===== config.mk =====
export PLATFORM = sky130hd
export DESIGN_NAME = cpu_clock_ctrl_flat
export DESIGN_NICKNAME = d
export VERILOG_FILES = /design/src/rtl/cpu_clock_ctrl_if.sv /design/src/rtl/cpu_clock_ctrl.sv /design/src/flat_wrapper.sv
export SDC_FILE = /design/constraint.sdc
export NUM_CORES = 1
export LEC_CHECK = 0
export ABC_AREA = 1
export CORE_ASPECT_RATIO = 0.6
export CORE_MARGIN = 2
export CORE_UTILIZATION = 65
export CTS_BUF_LIST = sky130_fd_sc_hd__clkbuf_2 sky130_fd_sc_hd__clkbuf_4 sky130_fd_sc_hd__clkbuf_8
export DETAILED_ROUTE_END_ITERATION = 8
export DONT_BUFFER_PORTS = 1
export HOLD_SLACK_MARGIN = 0.15
export MAX_ROUTING_LAYER = met4
export PLACE_DENSITY = 0.89
export SLEW_MARGIN = 20
export SYNTH_ARGS = -nofsm -noshare
export SYNTH_HDL_FRONTEND = slang
export SYNTH_SLANG_ARGS = --single-unit

===== constraint.sdc =====
create_clock -name clk -period 3.7 [get_ports clk]
set_clock_uncertainty 0.1 [all_clocks]
set_input_delay 0.555 -clock clk [delete_from_list [all_inputs] [get_ports clk]]
set_output_delay 0.555 -clock clk [all_outputs]
set_load 0.02 [all_outputs]

===== src/rtl/cpu_clock_ctrl_if.sv =====
// Operator-side bundle for the debug clock controller: raw switches/button, PC feedback,
// and the generated processor clock with its status.
interface cpu_clock_ctrl_if;
  logic        step_n;
  logic        run;
  logic        bp_en;
  logic [7:0]  bp_addr;
  logic [7:0]  pc;
  logic        cpu_clk;
  logic        halted;
  logic        busy;
  logic [15:0] cycle_count;

  modport master (
    output step_n, run, bp_en, bp_addr, pc,
    input  cpu_clk, halted, busy, cycle_count
  );

  modport slave (
    input  step_n, run, bp_en, bp_addr, pc,
    output cpu_clk, halted, busy, cycle_count
  );
endinterface


===== src/rtl/cpu_clock_ctrl.sv =====
// Processor clock generator: single-step from a debounced key or free-run at a divided rate,
// with a PC-low-byte breakpoint that halts run mode and a 16-bit pulse counter.
module cpu_clock_ctrl #(
  parameter int unsigned DEBOUNCE_CYCLES = 500000,
  parameter int unsigned RUN_DIV         = 25000000,
  parameter int unsigned PULSE_HI        = 4
) (
  input logic             clk,
  input logic             rst,
  cpu_clock_ctrl_if.slave bus
);
  localparam int unsigned DbW  = (DEBOUNCE_CYCLES > 1) ? $clog2(DEBOUNCE_CYCLES) : 1;
  localparam int unsigned DivW = (RUN_DIV > 1) ? $clog2(RUN_DIV) : 1;
  localparam int unsigned PhW  = (PULSE_HI > 1) ? $clog2(PULSE_HI) : 1;

  localparam logic [DbW-1:0]  DbLast  = DbW'(DEBOUNCE_CYCLES - 1);
  localparam logic [DivW-1:0] DivLast = DivW'(RUN_DIV - 1);
  localparam logic [PhW-1:0]  PhLast  = PhW'(PULSE_HI - 1);

  typedef enum logic [1:0] {StIdle, StHi, StLo} state_e;

  logic [1:0]      step_n_sync_q, run_sync_q, bp_en_sync_q;
  logic [7:0]      bp_addr_s1_q, bp_addr_s2_q;
  logic            step_db_q, step_db_d, step_db_prev_q;
  logic            run_db_q, run_db_d, run_db_prev_q;
  logic [DbW-1:0]  step_cnt_q, step_cnt_d, run_cnt_q, run_cnt_d;
  logic [DivW-1:0] div_q, div_d;
  logic [PhW-1:0]  ph_q, ph_d;
  state_e          state_q, state_d;
  logic            pending_q, pending_d;
  logic            halted_q, halted_d;
  logic            cpu_clk_q;
  logic [15:0]     cycle_count_q, cycle_count_d;

  logic step_n_s, run_s, bp_en_s;
  logic step_press, run_fall, run_en, tick;

  assign step_n_s   = step_n_sync_q[1];
  assign run_s      = run_sync_q[1];
  assign bp_en_s    = bp_en_sync_q[1];
  assign step_press = step_db_prev_q & ~step_db_q;
  assign run_fall   = run_db_prev_q & ~run_db_q;
  assign run_en     = run_db_q & ~halted_q;
  assign tick       = run_en && (div_q == DivLast);

  always_comb begin
    step_db_d  = step_db_q;
    step_cnt_d = '0;
    if (step_n_s != step_db_q) begin
      if (step_cnt_q == DbLast) step_db_d = step_n_s;
      else                      step_cnt_d = step_cnt_q + 1'b1;
    end
    run_db_d  = run_db_q;
    run_cnt_d = '0;
    if (run_s != run_db_q) begin
      if (run_cnt_q == DbLast) run_db_d = run_s;
      else                     run_cnt_d = run_cnt_q + 1'b1;
    end
  end

  always_comb begin
    div_d         = (!run_en || tick) ? '0 : div_q + 1'b1;
    state_d       = state_q;
    ph_d          = ph_q;
    pending_d     = pending_q;
    halted_d      = halted_q;
    cycle_count_d = cycle_count_q;
    unique case (state_q)
      StIdle: begin
        // Pending, press and tick all collapse into one pulse; a coincident press is absorbed.
        if (pending_q || step_press || tick) begin
          state_d       = StHi;
          ph_d          = '0;
          pending_d     = 1'b0;
          cycle_count_d = cycle_count_q + 16'd1;
        end
      end
      StHi: begin
        if (step_press) pending_d = 1'b1;
        if (ph_q == PhLast) begin
          state_d = StLo;
          ph_d    = '0;
        end else begin
          ph_d = ph_q + 1'b1;
        end
      end
      StLo: begin
        if (step_press) pending_d = 1'b1;
        if (ph_q == PhLast) begin
          state_d = StIdle;
          ph_d    = '0;
          if (bp_en_s && run_db_q && (bus.pc == bp_addr_s2_q)) halted_d = 1'b1;
        end else begin
          ph_d = ph_q + 1'b1;
        end
      end
      default: state_d = StIdle;
    endcase
    if (run_fall) halted_d = 1'b0;
  end

  always_ff @(posedge clk) begin
    if (rst) begin
      step_n_sync_q  <= 2'b11;
      run_sync_q     <= 2'b00;
      bp_en_sync_q   <= 2'b00;
      bp_addr_s1_q   <= '0;
      bp_addr_s2_q   <= '0;
      step_db_q      <= 1'b1;
      step_db_prev_q <= 1'b1;
      run_db_q       <= 1'b0;
      run_db_prev_q  <= 1'b0;
      step_cnt_q     <= '0;
      run_cnt_q      <= '0;
      div_q          <= '0;
      ph_q           <= '0;
      state_q        <= StIdle;
      pending_q      <= 1'b0;
      halted_q       <= 1'b0;
      cpu_clk_q      <= 1'b0;
      cycle_count_q  <= '0;
    end else begin
      step_n_sync_q  <= {step_n_sync_q[0], bus.step_n};
      run_sync_q     <= {run_sync_q[0], bus.run};
      bp_en_sync_q   <= {bp_en_sync_q[0], bus.bp_en};
      bp_addr_s1_q   <= bus.bp_addr;
      bp_addr_s2_q   <= bp_addr_s1_q;
      step_db_q      <= step_db_d;
      step_db_prev_q <= step_db_q;
      run_db_q       <= run_db_d;
      run_db_prev_q  <= run_db_q;
      step_cnt_q     <= step_cnt_d;
      run_cnt_q      <= run_cnt_d;
      div_q          <= div_d;
      ph_q           <= ph_d;
      state_q        <= state_d;
      pending_q      <= pending_d;
      halted_q       <= halted_d;
      // Registered from next state so cpu_clk is a clean flop output aligned with StHi.
      cpu_clk_q      <= (state_d == StHi);
      cycle_count_q  <= cycle_count_d;
    end
  end

  assign bus.cpu_clk     = cpu_clk_q;
  assign bus.busy        = (state_q != StIdle);
  assign bus.halted      = halted_q;
  assign bus.cycle_count = cycle_count_q;

endmodule


===== src/flat_wrapper.sv =====
// flat-port wrapper written by rule: the top's interface ports become plain ports
module cpu_clock_ctrl_flat 
#(
  parameter int unsigned DEBOUNCE_CYCLES = 500000,
  parameter int unsigned RUN_DIV         = 25000000,
  parameter int unsigned PULSE_HI        = 4
)
  (clk, rst, bus_step_n, bus_run, bus_bp_en, bus_bp_addr, bus_pc, bus_cpu_clk, bus_halted, bus_busy, bus_cycle_count);
  cpu_clock_ctrl_if bus_i ();
  input logic clk;
  input logic rst;
  input wire logic [$bits(bus_i.step_n)-1:0] bus_step_n;
  input wire logic [$bits(bus_i.run)-1:0] bus_run;
  input wire logic [$bits(bus_i.bp_en)-1:0] bus_bp_en;
  input wire logic [$bits(bus_i.bp_addr)-1:0] bus_bp_addr;
  input wire logic [$bits(bus_i.pc)-1:0] bus_pc;
  output wire logic [$bits(bus_i.cpu_clk)-1:0] bus_cpu_clk;
  output wire logic [$bits(bus_i.halted)-1:0] bus_halted;
  output wire logic [$bits(bus_i.busy)-1:0] bus_busy;
  output wire logic [$bits(bus_i.cycle_count)-1:0] bus_cycle_count;
  assign bus_i.step_n = bus_step_n;
  assign bus_i.run = bus_run;
  assign bus_i.bp_en = bus_bp_en;
  assign bus_i.bp_addr = bus_bp_addr;
  assign bus_i.pc = bus_pc;
  assign bus_cpu_clk = bus_i.cpu_clk;
  assign bus_halted = bus_i.halted;
  assign bus_busy = bus_i.busy;
  assign bus_cycle_count = bus_i.cycle_count;
  cpu_clock_ctrl #(.DEBOUNCE_CYCLES(DEBOUNCE_CYCLES), .RUN_DIV(RUN_DIV), .PULSE_HI(PULSE_HI)) u_core (.clk(clk), .rst(rst), .bus(bus_i));
endmodule

=== Word-level counts from Yosys, hierarchy flattened ===
Index checks and enable logic that the tools add are counted.

* Reductions and logical operators: 21
* Equality and inequality tests: 12
* Add/sub/neg operators: 5
* Bitwise gates (word level): 8
* Multiplexer cells: 10

{| class="wikitable"
|+ Operator list
! cell !! count
|-
| $add 19x1->19 const B || 2
|-
| $eq 19x19->1 const B || 2
|-
| $add 25x1->25 const B || 1
|-
| $eq 25x25->1 const B || 1
|-
| $add 16x1->16 const B || 1
|-
| $mux 2 || 5
|-
| $eq 8x8->1 || 1
|-
| $reduce_and 2->1 || 4
|-
| $pmux 2 s3 || 1
|-
| $reduce_and 3->1 || 2
|-
| $reduce_or 2->1 || 3
|-
| $reduce_or 3->1 || 2
|-
| $not 1->1 || 5
|-
| $eq 2x1->1 const B || 2
|-
| $eq 2x2->1 const B || 2
|-
| $ne 2x1->1 const B || 2
|-
| $pmux 2 s2 || 1
|-
| $reduce_bool 2->1 || 2
|-
| $and 1x1->1 || 3
|-
| $logic_and 1x1->1 || 3
|-
| $logic_or 1x1->1 || 3
|-
| $add 2x1->2 const B || 1
|-
| $logic_not 2->1 || 1
|-
| $mux 1 || 2
|-
| 3 further kinds || 4
|}

* Flip-flop bits (word level): 112
* Bits of input ports: 21
* Output and inout bits: 19
* Logic and storage cells: 74

=== Logic depth before layout (Yosys ltp) ===
* Depth in word-level cells: 7
* Mapped depth: 12
* Gate-level depth less buffers: 12

=== Least setup slack after synthesis ===
Ideal clock, no wire load.

* Path type: reg2out
* Start point: register u_core.state_q[0]
* End point: output port bus_busy
* Required time: 3045 ps
* Buffers on the path: 2
* Setup slack: 1992 ps
* Data arrival time: 1053 ps
* Stages on the path, launching flop included: 6
* Cell sequence: dfxtp_1 -> inv_1 -> ha_1 -> buf_2 -> buf_2 -> inv_1

* Word-level cells in the longest chain between the ends: 1

{| class="wikitable"
|+ RTL lines
! what !! RTL line !! source
|-
| from (decl) || cpu_clock_ctrl.sv:29 || <nowiki>state_e state_q, state_d;</nowiki>
|-
| from (signal assigned) || cpu_clock_ctrl.sv:117 || <nowiki>state_q <= StIdle;</nowiki>
|-
| from (signal assigned) || cpu_clock_ctrl.sv:136 || <nowiki>state_q <= state_d;</nowiki>
|-
| $reduce_bool 2->1 || cpu_clock_ctrl.sv:146 || <nowiki>assign bus.busy = (state_q != StIdle);</nowiki>
|-
| to (decl) || flat_wrapper.sv:19 || <nowiki>output wire logic [$bits(bus_i.busy)-1:0] bus_busy;</nowiki>
|}

No other way between the ends.

=== Worst setup path in the final report ===
Same ends and word-level chain as after synthesis.

==> summary.txt <==
Outcome
  – Status: complete, no violations

Power
  – Leak: 2.06 nW
  – PwrDens: 341 nW/µm²
  – Clock power share: 35.4%
  – Psw: 0.440 mW
  – Logic pwr share: 2.0%
  – Reg power frac: 62.6%
  – Pint: 1.51 mW
  – Sw frac: 22.5%
  – Maximum VDD drop: 0.297 mV

Timing
  – Minimum clock period: 2.39 ns
  – Final worst slack: 1.31 ns
  – Crit share post-route: 64.7%
  – Fin. Hold Viols: 0
  – Max frequency: 0.418 GHz
  – Setup violators final: 0
  – Final setup TNS: 0 ns
  – Worst-Margin Slew: 0.999 ns
  – RSZ-0062 raised after global routing: no
  – Max Slew Vio Count: 0
  – Hold WS: 0.163 ns
  – Worst slew margin: 33.2%

Floorplan
  – Chip height: 74.7 µm
  – Die area: 9100 µm²
  – Std-Cell Rows: 25
  – Number of placed I/O pins: 40
  – Die width: 122 µm
  – Core area: 7980 µm²
  – Initial core utilization: 67.9%

Drt
  – DR pass1 iterations: 5
  – Avg WL per Cell: 13.3 µm
  – Final wirelength: 11400 µm
  – Met3 WL: 883 µm
  – Met1 wire length: 5400 µm
  – Via density: 5.43
  – Max Used Layer: met4
  – Via count: 4668
  – DRC: 0
  – Wire length on met2: 5000 µm
  – Antenna viol nets, final: 0
  – DRT iter0 DRCs: 405

Clock network
  – CTS Buf Count: 9
  – Clock latency on the worst-skew pair: 0.39 ns
  – CTS Sinks: 112
  – Clock Pin Slew Worst Setup and Hold Paths: 0.11 ns
  – PostCTS Resize Cnt: 0
  – Root buffer cell: clkbuf_8
  – Bufs on Longest Clock Path: 2
  – CTS H-Tree Depth: 3
  – CTS tree: built

Placement
  – IO buf count: 0
  – Post-detail-place hpwl: 8290 µm
  – Inst Count DP: 836
  – Pre-CTS WS: 1.41 ns
  – Placer Congestion: 0.968

Global routing
  – Antenna violations before repair: 0
  – First-pass GRT wire length: 18800 µm
  – Vias in the first global route: 4211
  – Total GRT Usage: 26.9%
  – Largest net degree at the start of global routing: 39
  – Aggregate global routing overflow: 0

Worst setup path
  – Critical path's slowest cell: ha_1
  – Crit path kind: register to output pin
  – Crit path top cell by count: inv_1
  – Stages on the worst setup path: 3
  – Critical path's top delay family: adder cells
  – Max FO, Critical Path: 17
  – WP buf/inv: 2
  – CP Launch Type: register
  – Crit-path max cell delay: 0.62 ns
  – CP endpoint kind: output pin
  – CP Data Required Time: 3.04 ns
  – Reg2reg path depth: 9
  – Crit path cell chain: inv_1 -> ha_1 -> inv_1
  – WP data arrival: 1.74 ns

Synthesis
  – Mapped cell area: 5420 µm²
  – Netlist cell types: 35
  – Seq/Total Area, Yosys: 41.4%
  – Synthesized instance count: 744
  – Synthesis warning total: 0
  – Synthesis-stage register bit count: 112
  – Syn Nets: 774
  – Average size of a mapped cell: 7.28 µm²

Cells and area
  – Layout net count: 776
  – Final cell count without fillers: 859
  – Fillers: 650
  – Synth-to-Final Area Change: 5.73%
  – Share of post-route cells with drive strength above 1: 8.52%
  – N_diodes: 0

Run
  – Max-cap viol count: 0

Worst hold path
  – Hold Crit Depth: 2
  – Worst hold path type: input pin to register
cell families after synthesis:
kind of cell / Yosys count / share of synthesized area [%]
AND/OR/NAND/NOR: 403 / 34.6
buffers and inverters: 117 / 8.71
flip-flops: 112 / 41.4
AO/OA/AOI/OAI: 54 / 5.34
XOR/XNOR: 49 / 7.92
adder cells (fa/ha/maj): 9 / 2.08
per-layer routing:
layer	track usage, %	vias to the layer above
met2	41.5	174
met3	6.44	13
li1	-	2349
met4	8.68	0
met5	-	-
met1	35.4	2132
power by group through the flow:
| stage | registers [mW] | logic (mW) | clock network [mW] |
|---|---|---|---|
| 6_report | 1.22 | 0.0392 | 0.691 |
| 5_1_grt | 1.22 | 0.0440 | 0.753 |
| 4_1_cts | 1.22 | 0.0368 | 0.702 |
| 3_5_place_dp | 1.25 | 0.0259 | 0 |
| 3_3_place_gp | 1.25 | 0.0243 | 0 |
| 2_1_floorplan | 1.25 | 0.0278 | 0 |
synthesized netlist by cell type:
master    count  area share, %
o21ai_0       5           0.46
o21bai_2      1           0.21
nor2_2       11            1.3
inv_2         2           0.14
nor3_2        4           0.74
clkinv_2      1          0.092
nand4_1      20            2.3
a31oi_1       2           0.23
nand2_1     146             10
a211oi_1      1           0.14
buf_2         7           0.65
nor4_1       13            1.5
nand3b_1      3           0.42
clkbuf_1      5           0.35
xor2_1       35            5.7
buf_6         2           0.42
or2_2        12            1.4
nor2_1      109            7.6
nor3b_1       2           0.28
a21oi_1      42            3.9
nand3_2       6            1.1
buf_4         2           0.28
o21a_1        2           0.28
o21bai_1      1           0.14
nand2_2       5           0.58
nand2b_1      1           0.12
nand3_1      42            3.9
dfxtp_1     112             41
nor2_4        3           0.62
inv_1        98            6.8
nand2_4       2           0.42
nor3_1       22            2.0
or3_1         2           0.23
xnor2_1      14            2.3
ha_1          9            2.1
path summary, 6_finish.rpt:
kind              slack (ns)                     end                   start
hold / removal          0.16  u_core.bp_addr_s1_q[7]          bus_bp_addr[7]
setup reg to reg        1.34        u_core.div_q[11]         u_core.div_q[0]
setup / recovery        1.31                bus_busy       u_core.state_q[0]
hold reg to reg         0.31  u_core.bp_addr_s2_q[6]  u_core.bp_addr_s1_q[6]
state kept, by name, summed over array words and instances, names as in the netlist:
signal	cells
u_core.step_cnt_q	19
u_core.step_n_sync_q	2
u_core.ph_q	2
u_core.pending_q	1
u_core.step_db_prev_q	1
u_core.step_db_q	1
u_core.bus.cpu_clk	1
u_core.run_db_prev_q	1
u_core.state_q	2
u_core.run_db_q	1
u_core.bp_addr_s2_q	8
u_core.bp_en_sync_q	2
u_core.bus.halted	1
u_core.bus.cycle_count	16
u_core.bp_addr_s1_q	8
u_core.run_sync_q	2
u_core.div_q	25
u_core.run_cnt_q	19
placed cells by master (no fill, tap or decap), types with 4 or more instances in the layout:
| cell | Yosys | final |
|---|---|---|
| xnor2_1 | 14 | 14 |
| xor2_1 | 35 | 35 |
| nand2_2 | 5 | 5 |
| nor4_1 | 13 | 13 |
| clkbuf_8 | 0 | 10 |
| nand3_1 | 42 | 42 |
| nand4_1 | 20 | 20 |
| inv_1 | 98 | 98 |
| nand2_1 | 146 | 146 |
| or2_2 | 12 | 12 |
| nor2_2 | 11 | 11 |
| a21oi_1 | 42 | 42 |
| nor3_1 | 22 | 22 |
| nor2_1 | 109 | 109 |
| dfxtp_1 | 112 | 112 |
| nor3_2 | 4 | 4 |
| o21ai_0 | 5 | 5 |
| dlygate4sd3_1 | 0 | 6 |
| ha_1 | 9 | 9 |
| nand3_2 | 6 | 6 |
final cells by class:
cell class                      instances  area, µm²  share of cell area (%)
Clock buffer                           11        145                    2.53
Tap cell                              108        135                    2.36
Timing Repair Buffer                    7       80.1                    1.40
Inverter                              101        380                    6.64
Sequential cell                       112       2240                    39.2
Clock inverter                          5       41.3                   0.721
Multi-Input combinational cell        515       2700                    47.2
timing repair:
item                                   4_1_cts  5_1_grt
buffers inserted                             0        0
endpoints found under the hold margin       38        3
hold buffers                                 4        3
stage by stage:
step                      utilization [%]  power, mW  instance area (µm²)
after floorplan                         -       1.28                 5420
after global placement               68.5       1.27                 5460
after detailed placement             68.5       1.27                 5460
after CTS                            71.4       1.96                 5700
after global routing                 71.8       2.02                 5730
final                                71.8       1.95                 5730
(Power assumes the default switching activity.)
